### src/rtl/vga_fb_scanout.sv
// vga_fb_scanout
// Generates 640x480@60 raster timing from clk_vga and scans a 1-bpp framebuffer in
// which every stored pixel covers a DIV x DIV screen block. The pipeline has four steps:
//   stage 0  h/v counters and row base address
//   stage 1  framebuffer address and read strobe
//   stage 2  read data returns from memory, with sync/blank delayed alongside it
//   stage 3  registered colour, sync and vblank outputs
// Colour and sync leave the block 3 cycles after their counter value.
// frame_start is decoded directly from stage 0.
module vga_fb_scanout #(
    parameter int         H_VIS  = 640,
    parameter int         H_FP   = 16,
    parameter int         H_SYNC = 96,
    parameter int         H_BP   = 48,
    parameter int         V_VIS  = 480,
    parameter int         V_FP   = 10,
    parameter int         V_SYNC = 2,
    parameter int         V_BP   = 33,
    parameter int         DIV    = 4,
    parameter logic [7:0] FG_RGB = 8'hFF,
    parameter logic [7:0] BG_RGB = 8'h00
) (
    input  logic        clk_vga,
    input  logic        reset,
    input  logic        enable,
    output logic [14:0] fb_addr,
    output logic        fb_rd_en,
    input  logic        fb_rd_data,
    output logic        hsync,
    output logic        vsync,
    output logic [1:0]  red,
    output logic [2:0]  green,
    output logic [2:0]  blue,
    output logic        vblank,
    output logic        frame_start
);

    localparam int         DIV_LOG2   = $clog2(DIV);
    localparam logic [9:0] H_LAST     = 10'(H_VIS + H_FP + H_SYNC + H_BP - 1);
    localparam logic [9:0] V_LAST     = 10'(V_VIS + V_FP + V_SYNC + V_BP - 1);
    localparam logic [9:0] H_VIS_END  = 10'(H_VIS);
    localparam logic [9:0] V_VIS_END  = 10'(V_VIS);
    localparam logic [9:0] HS_FIRST   = 10'(H_VIS + H_FP);
    localparam logic [9:0] HS_LAST    = 10'(H_VIS + H_FP + H_SYNC - 1);
    localparam logic [9:0] VS_FIRST   = 10'(V_VIS + V_FP);
    localparam logic [9:0] VS_LAST    = 10'(V_VIS + V_FP + V_SYNC - 1);
    localparam logic [9:0] LAST_LINE  = 10'(V_VIS - 1);
    localparam logic [9:0] DIV_MASK   = 10'(DIV - 1);
    localparam logic [14:0] ROW_STRIDE = 15'(H_VIS / DIV);

    // Stage 0 state. run goes high one cycle after enable, so the first issued
    // counter value after an idle period is always (0,0).
    logic        run;
    logic [9:0]  h_cnt;
    logic [9:0]  v_cnt;
    logic [14:0] row_base;

    // Stage 0 decode
    logic       h_wrap;
    logic       v_wrap;
    logic       visible0;
    logic       hs0;
    logic       vs0;
    logic       vb0;
    logic       row_step;
    logic [9:0] col;

    // Stage 1 / stage 2 sideband (valid, visible, syncs, blank)
    logic v1, vis1, hs1, vs1, vb1;
    logic v2, vis2, hs2, vs2, vb2;

    // Decode counter position into visibility, sync windows and row advance.
    always_comb begin
        // NOTE: every signal written here gets a default first, so no path through
        // the conditionals leaves it unassigned and infers a latch.
        h_wrap   = 1'b0;
        v_wrap   = 1'b0;
        visible0 = 1'b0;
        hs0      = 1'b1;
        vs0      = 1'b1;
        vb0      = 1'b0;
        row_step = 1'b0;
        col      = h_cnt >> DIV_LOG2;

        if (h_cnt == H_LAST) h_wrap = 1'b1;
        if (v_cnt == V_LAST) v_wrap = 1'b1;
        if (h_cnt < H_VIS_END && v_cnt < V_VIS_END) visible0 = 1'b1;
        if (h_cnt >= HS_FIRST && h_cnt <= HS_LAST) hs0 = 1'b0;
        if (v_cnt >= VS_FIRST && v_cnt <= VS_LAST) vs0 = 1'b0;
        if (v_cnt >= V_VIS_END) vb0 = 1'b1;
        // Move to the next framebuffer row after the last replicated line of a row.
        if (h_wrap && ((v_cnt & DIV_MASK) == DIV_MASK) && v_cnt < LAST_LINE)
            row_step = 1'b1;
    end

    assign frame_start = run && (h_cnt == 10'd0) && (v_cnt == 10'd0);

    // Stage 0: raster counters and running row base (replaces a row*width multiply).
    always_ff @(posedge clk_vga or negedge reset) begin
        // NOTE: sequential state uses non-blocking assignments so every register
        // samples the pre-edge values of the others, whatever the statement order.
        if (!reset) begin
            run      <= 1'b0;
            h_cnt    <= 10'd0;
            v_cnt    <= 10'd0;
            row_base <= 15'd0;
        end else if (!enable) begin
            run      <= 1'b0;
            h_cnt    <= 10'd0;
            v_cnt    <= 10'd0;
            row_base <= 15'd0;
        end else begin
            run <= 1'b1;
            if (run) begin
                h_cnt <= h_wrap ? 10'd0 : h_cnt + 10'd1;
                if (h_wrap)
                    v_cnt <= v_wrap ? 10'd0 : v_cnt + 10'd1;
                if (h_wrap && v_wrap)
                    row_base <= 15'd0;
                else if (row_step)
                    row_base <= row_base + ROW_STRIDE;
            end
        end
    end

    // Stage 1: framebuffer address and read strobe; the address holds during blanking.
    always_ff @(posedge clk_vga or negedge reset) begin
        if (!reset) begin
            fb_addr  <= 15'd0;
            fb_rd_en <= 1'b0;
            v1       <= 1'b0;
            vis1     <= 1'b0;
            hs1      <= 1'b1;
            vs1      <= 1'b1;
            vb1      <= 1'b0;
        end else if (!enable) begin
            fb_addr  <= 15'd0;
            fb_rd_en <= 1'b0;
            v1       <= 1'b0;
            vis1     <= 1'b0;
            hs1      <= 1'b1;
            vs1      <= 1'b1;
            vb1      <= 1'b0;
        end else begin
            v1       <= run;
            fb_rd_en <= run && visible0;
            if (run) begin
                vis1 <= visible0;
                hs1  <= hs0;
                vs1  <= vs0;
                vb1  <= vb0;
                if (visible0)
                    fb_addr <= row_base + 15'(col);
            end
        end
    end

    // Stage 2: sideband travels with the memory read, whose data arrives next cycle.
    always_ff @(posedge clk_vga or negedge reset) begin
        if (!reset) begin
            v2   <= 1'b0;
            vis2 <= 1'b0;
            hs2  <= 1'b1;
            vs2  <= 1'b1;
            vb2  <= 1'b0;
        end else if (!enable) begin
            v2   <= 1'b0;
            vis2 <= 1'b0;
            hs2  <= 1'b1;
            vs2  <= 1'b1;
            vb2  <= 1'b0;
        end else begin
            v2   <= v1;
            vis2 <= vis1;
            hs2  <= hs1;
            vs2  <= vs1;
            vb2  <= vb1;
        end
    end

    // Stage 3: registered outputs; fb_rd_data is the returned pixel for stage 2.
    always_ff @(posedge clk_vga or negedge reset) begin
        if (!reset) begin
            hsync              <= 1'b1;
            vsync              <= 1'b1;
            vblank             <= 1'b0;
            {red, green, blue} <= 8'h00;
        end else if (!enable) begin
            hsync              <= 1'b1;
            vsync              <= 1'b1;
            vblank             <= 1'b0;
            {red, green, blue} <= 8'h00;
        end else begin
            hsync  <= v2 ? hs2 : 1'b1;
            vsync  <= v2 ? vs2 : 1'b1;
            vblank <= v2 && vb2;
            if (v2 && vis2)
                {red, green, blue} <= fb_rd_data ? FG_RGB : BG_RGB;
            else
                {red, green, blue} <= 8'h00;
        end
    end

endmodule
### config.mk
export PLATFORM = sky130hd
export DESIGN_NAME = vga_fb_scanout
export DESIGN_NICKNAME = d
export VERILOG_FILES = /design/src/rtl/vga_fb_scanout.sv
export SDC_FILE = /design/constraint.sdc
export NUM_CORES = 1
export LEC_CHECK = 0
export CORE_ASPECT_RATIO = 1.5
export CORE_MARGIN = 4
export CORE_UTILIZATION = 30
export CTS_BUF_LIST = sky130_fd_sc_hd__clkbuf_4 sky130_fd_sc_hd__clkbuf_8 sky130_fd_sc_hd__clkbuf_16
export DETAILED_ROUTE_END_ITERATION = 12
export DONT_BUFFER_PORTS = 1
export MAX_ROUTING_LAYER = met4
export RECOVER_POWER = 50
export SETUP_SLACK_MARGIN = 0.15
export SYNTH_ARGS = -nofsm -noshare
export SYNTH_HDL_FRONTEND = slang
export SYNTH_SLANG_ARGS = --single-unit
### constraint.sdc
create_clock -name clk_vga -period 2.4 [get_ports clk_vga]
set_input_delay 0.48 -clock clk_vga [delete_from_list [all_inputs] [get_ports clk_vga]]
set_output_delay 0.48 -clock clk_vga [all_outputs]
set_load 0.02 [all_outputs]
==> run_results.csv <==
group,metric,value,unit
route,drtPass1Iterations,4,
worst_setup_path,cp_slowest_stage_delay,0.48,ns
cells_and_area,fin_cells,520,
pwr,seq_power_share,43.6,%
cells_and_area,seqCellArea,1540,µm²
grt,top_usage_layer,"met2",
floorplan,core-area,10600,µm²
clocking,cts-htree-levels,3,
logic_synthesis,ys_types,51,
route,drt_iter0_drc,208,
timing,finalCritPeriodShare,94.2,%
worst_setup_path,critPathLaunchType,"register",
worst_hold_path,hold_class,"in -> reg",
worst_setup_path,rrSetupSlack,0.15,ns
floorplan,initial_core_util,30.7,%
floorplan,die-width,93.3,µm
logic_synthesis,syn_avg_cell_area,9.48,µm²
logic_synthesis,seq_area_frac_synth,46.9,%
place,dp.cells,486,
cells_and_area,nNetsFinal,385,
grt,grt_use_met3,2.82,%
timing,fin_hold_ws,0.191,ns
logic_synthesis,yosysMostFrequentCell,"dfrtp_1",
grt,overflow,0,
grt,grt_use_total,14.4,%
grt,grt_max_degree,62,
pwr,power_density,629,nW/µm²
worst_setup_path,critPathLaunch,"v_cnt[1]$_DFFE_PN0P_",
pwr,netSwitchingPower,590,µW
clocking,clock_latency,0.34,ns
cells_and_area,drive_above_1_share,23.1,%
worst_setup_path,crit_type,"reg -> out",
clocking,cts_buffers,9,
floorplan,dieArea,12700,µm²
cells_and_area,antenna_cells,0,
worst_setup_path,cp_slowest_cell,"or4b_4",
logic_synthesis,synth.top_cell.area_share,42.1,%
pwr,combPwrFrac,8.8,%
worst_setup_path,cp_num_cells,5,
logic_synthesis,synth_common_cells,"55 x dfrtp_1, 36 x nand2_1, 30 x nor2_1, 28 x o21ai_0, 16 x nand3_1",
worst_setup_path,worstSetupEndpoint,"frame_start",
pwr,switching_share,23.5,%
logic_synthesis,synth_area,3270,µm²
grt,grt_pass1_vias,2760,
route,drc,0,
place,place_congestion,0.877,
route,detail_route.wl_per_cell,15.7,µm
grt,grt_use_met2,23.8,%
clocking,root_buffer,"clkbuf_16",
timing,setup_violations,0,
place,numPortBuffers,0,
pwr,p_total,2.51,mW
grt,grt_pass1_wl,13700,µm
flow_run,drv_cap,1,
cells_and_area,multiInputGateArea,1660,µm²
timing,max_slew_margin,-0.154,%
logic_synthesis,synth_top_flop_cell,"dfrtp_1",
cells_and_area,num-fill-cells,1068,
pwr,internal_power,1.92,mW
logic_synthesis,synth_enable_flop_cells,0,
cells_and_area,finalCoreUtilization,37.5,%
timing,max_freq,442,MHz
logic_synthesis,ys_ff_latch,61,
floorplan,rows,46,
pwr,p_clk_share,47.6,%
pwr,p_leak,1.74,nW
worst_setup_path,arrival,1.78,ns
worst_setup_path,cp_max_fo,3,
worst_setup_path,critical_path_required,1.92,ns
timing,slew_viol_final,61,
worst_setup_path,crit_chain,"inv_2, ha_4, or4b_4, nor4_4, buf_4",
clocking,cts_buffer_depth,2,
logic_synthesis,async_flop_share,100,%
worst_setup_path,timing.rr.start,"v_cnt[1]$_DFFE_PN0P_",
logic_synthesis,yosysWarnings,0,
timing,finalHoldViolations,0,
floorplan,ioPinCount,32,
route,finalWirelength,8160,µm
logic_synthesis,postSynthCellCount,345,
worst_setup_path,rr_endpoint,"row_base[12]$_DFFE_PN0P_",
logic_synthesis,synth_area_leaders,"dfrtp_1 42%, dfstp_2 4.8%, o21ai_0 4.3%",
worst_setup_path,crit_family,"simple AND/OR/NAND/NOR gates",
clocking,cts_tree,"built",
worst_setup_path,endpoint_kind,"primary output",
place,place_hpwl,5550,µm
outcome,outcome,"complete, but fails checks",
clocking,path_clk_slew,0.05,ns
timing,fin_crit,2.26,ns
timing,rsz0062_at_grt,"true",
timing,finalSetupTns,0,ns
route,vias,2701,
worst_setup_path,cp_num_buf_inv,2,
timing,tightest_slew,1.50,ns
worst_setup_path,reg2reg_depth,8,
grt,met1_usage,15.7,%
cells_and_area,syn_to_final_growth,22.0,%
logic_synthesis,synth.largest_area_cell,"dfrtp_1",
outcome,violations,"capacitance limit, slew limit",
pwr,max-vdd-ir-drop,0.000281,V
route,vias_per_cell,5.19,
timing,skew,0.00976,ns
clocking,cts.sinks,61,
route,antenna_left,0,
floorplan,die_h,136,µm
logic_synthesis,syn-num-nets,359,
grt,grt_antenna_before_repair,0,
-- power groups by stage --
stage | combinational (mW) | sequential [mW] | clock (mW)
detailed placement | 0.146 | 1.11 | 0
floorplan | 0.109 | 1.10 | 0
global placement | 0.144 | 1.11 | 0
global route | 0.250 | 1.10 | 1.28
CTS | 0.222 | 1.09 | 1.23
finish | 0.222 | 1.10 | 1.20
-- worst min path at each step --
stage	start	to	depth (start not counted)
6_report	enable	run$_DFF_PN0_	0
5_1_grt	enable	run$_DFF_PN0_	0
4_1_cts	reset	row_base[9]$_DFFE_PN0P_	1
3_5_place_dp	reset	fb_addr[0]$_DFFE_PN0P_	0
3_3_place_gp	reset	fb_addr[1]$_DFFE_PN0P_	0
2_1_floorplan	reset	blue[1]$_DFF_PN0_	0
-- area by class of cell --
| class | count | area share [%] |
|---|---|---|
| Clock buffer | 14 | 6.74 |
| Clock inverter | 2 | 0.251 |
| Inverter | 11 | 1.03 |
| Multi-Input combinational cell | 248 | 41.5 |
| Sequential cell | 61 | 38.5 |
| Tap cell | 144 | 4.51 |
| Timing Repair Buffer | 40 | 7.46 |
-- per-layer routing --
| metal | vias up | wire [µm] |
|---|---|---|
| li1 | 1293 | - |
| met3 | 22 | 219 |
| met4 | 0 | 290 |
| met2 | 55 | 4380 |
| met5 | - | 0 |
| met1 | 1331 | 3270 |
-- sequential cells by signal (all words and copies together), names as in the netlist, 10 cells and up --
register and cells:
row_base 10, h_cnt 10, fb_addr 15, v_cnt 10
-- cells by family (layout without fill, tap and decap cells) --
kind of cell / count (synthesis) / after routing / share of synthesized area, %
AO/OA/AOI/OAI: 78 / 78 / 15.6
XOR/XNOR: 15 / 15 / 4.02
adder cells (fa/ha/maj): 10 / 10 / 3.83
buffers and inverters: 36 / 67 / 5.20
flip-flops: 61 / 61 / 46.9
multiplexers: 8 / 8 / 2.45
other: 1 / 1 / 0.115
AND/OR/NAND/NOR: 136 / 136 / 21.9
-- metrics by stage --
step	area [µm²]	worst slack (ns)
after floorplan	3280	0.174
after global placement	3490	0.157
after detailed placement	3490	0.0855
after CTS	3960	0.136
after global routing	3990	0.0320
final	3990	0.139
-- layout by cell type (no fill, tap or decap), types with 3 or more instances in the layout --
cell / netlist / routed
dfrtp_1: 55 / 54
buf_4: 8 / 37
nand2_1: 36 / 34
nor2_1: 30 / 29
o21ai_0: 28 / 28
nand3_1: 16 / 15
a21oi_1: 13 / 12
and3_1: 10 / 10
xor2_1: 9 / 9
clkbuf_16: 0 / 9
inv_1: 11 / 8
mux2i_1: 8 / 8
ha_1: 10 / 7
nand4_1: 6 / 6
a31oi_1: 6 / 6
xnor2_1: 6 / 6
dfstp_2: 6 / 6
nor3_1: 6 / 5
or3_1: 5 / 5
o31ai_1: 4 / 4
o2111ai_1: 5 / 4
clkbuf_4: 0 / 4
inv_2: 0 / 3
or2_2: 4 / 3
or4b_4: 1 / 3
nand2b_1: 3 / 3
a21o_1: 3 / 3
o2bb2ai_1: 3 / 3
or4_1: 3 / 3
o211ai_1: 3 / 3
-- repair_timing --
| action | 4_1_cts | 5_1_grt |
|---|---|---|
| pin swaps | 5 | 4 |
| hold buffers | 1 | 0 |
| endpoints found under the hold margin | 61 | 0 |
| setup buffers | 14 | 3 |
| endpoints found under the setup margin | 9 | 10 |
| gates resized for setup | 14 | 9 |
Power figures use the tool's default switching activity.
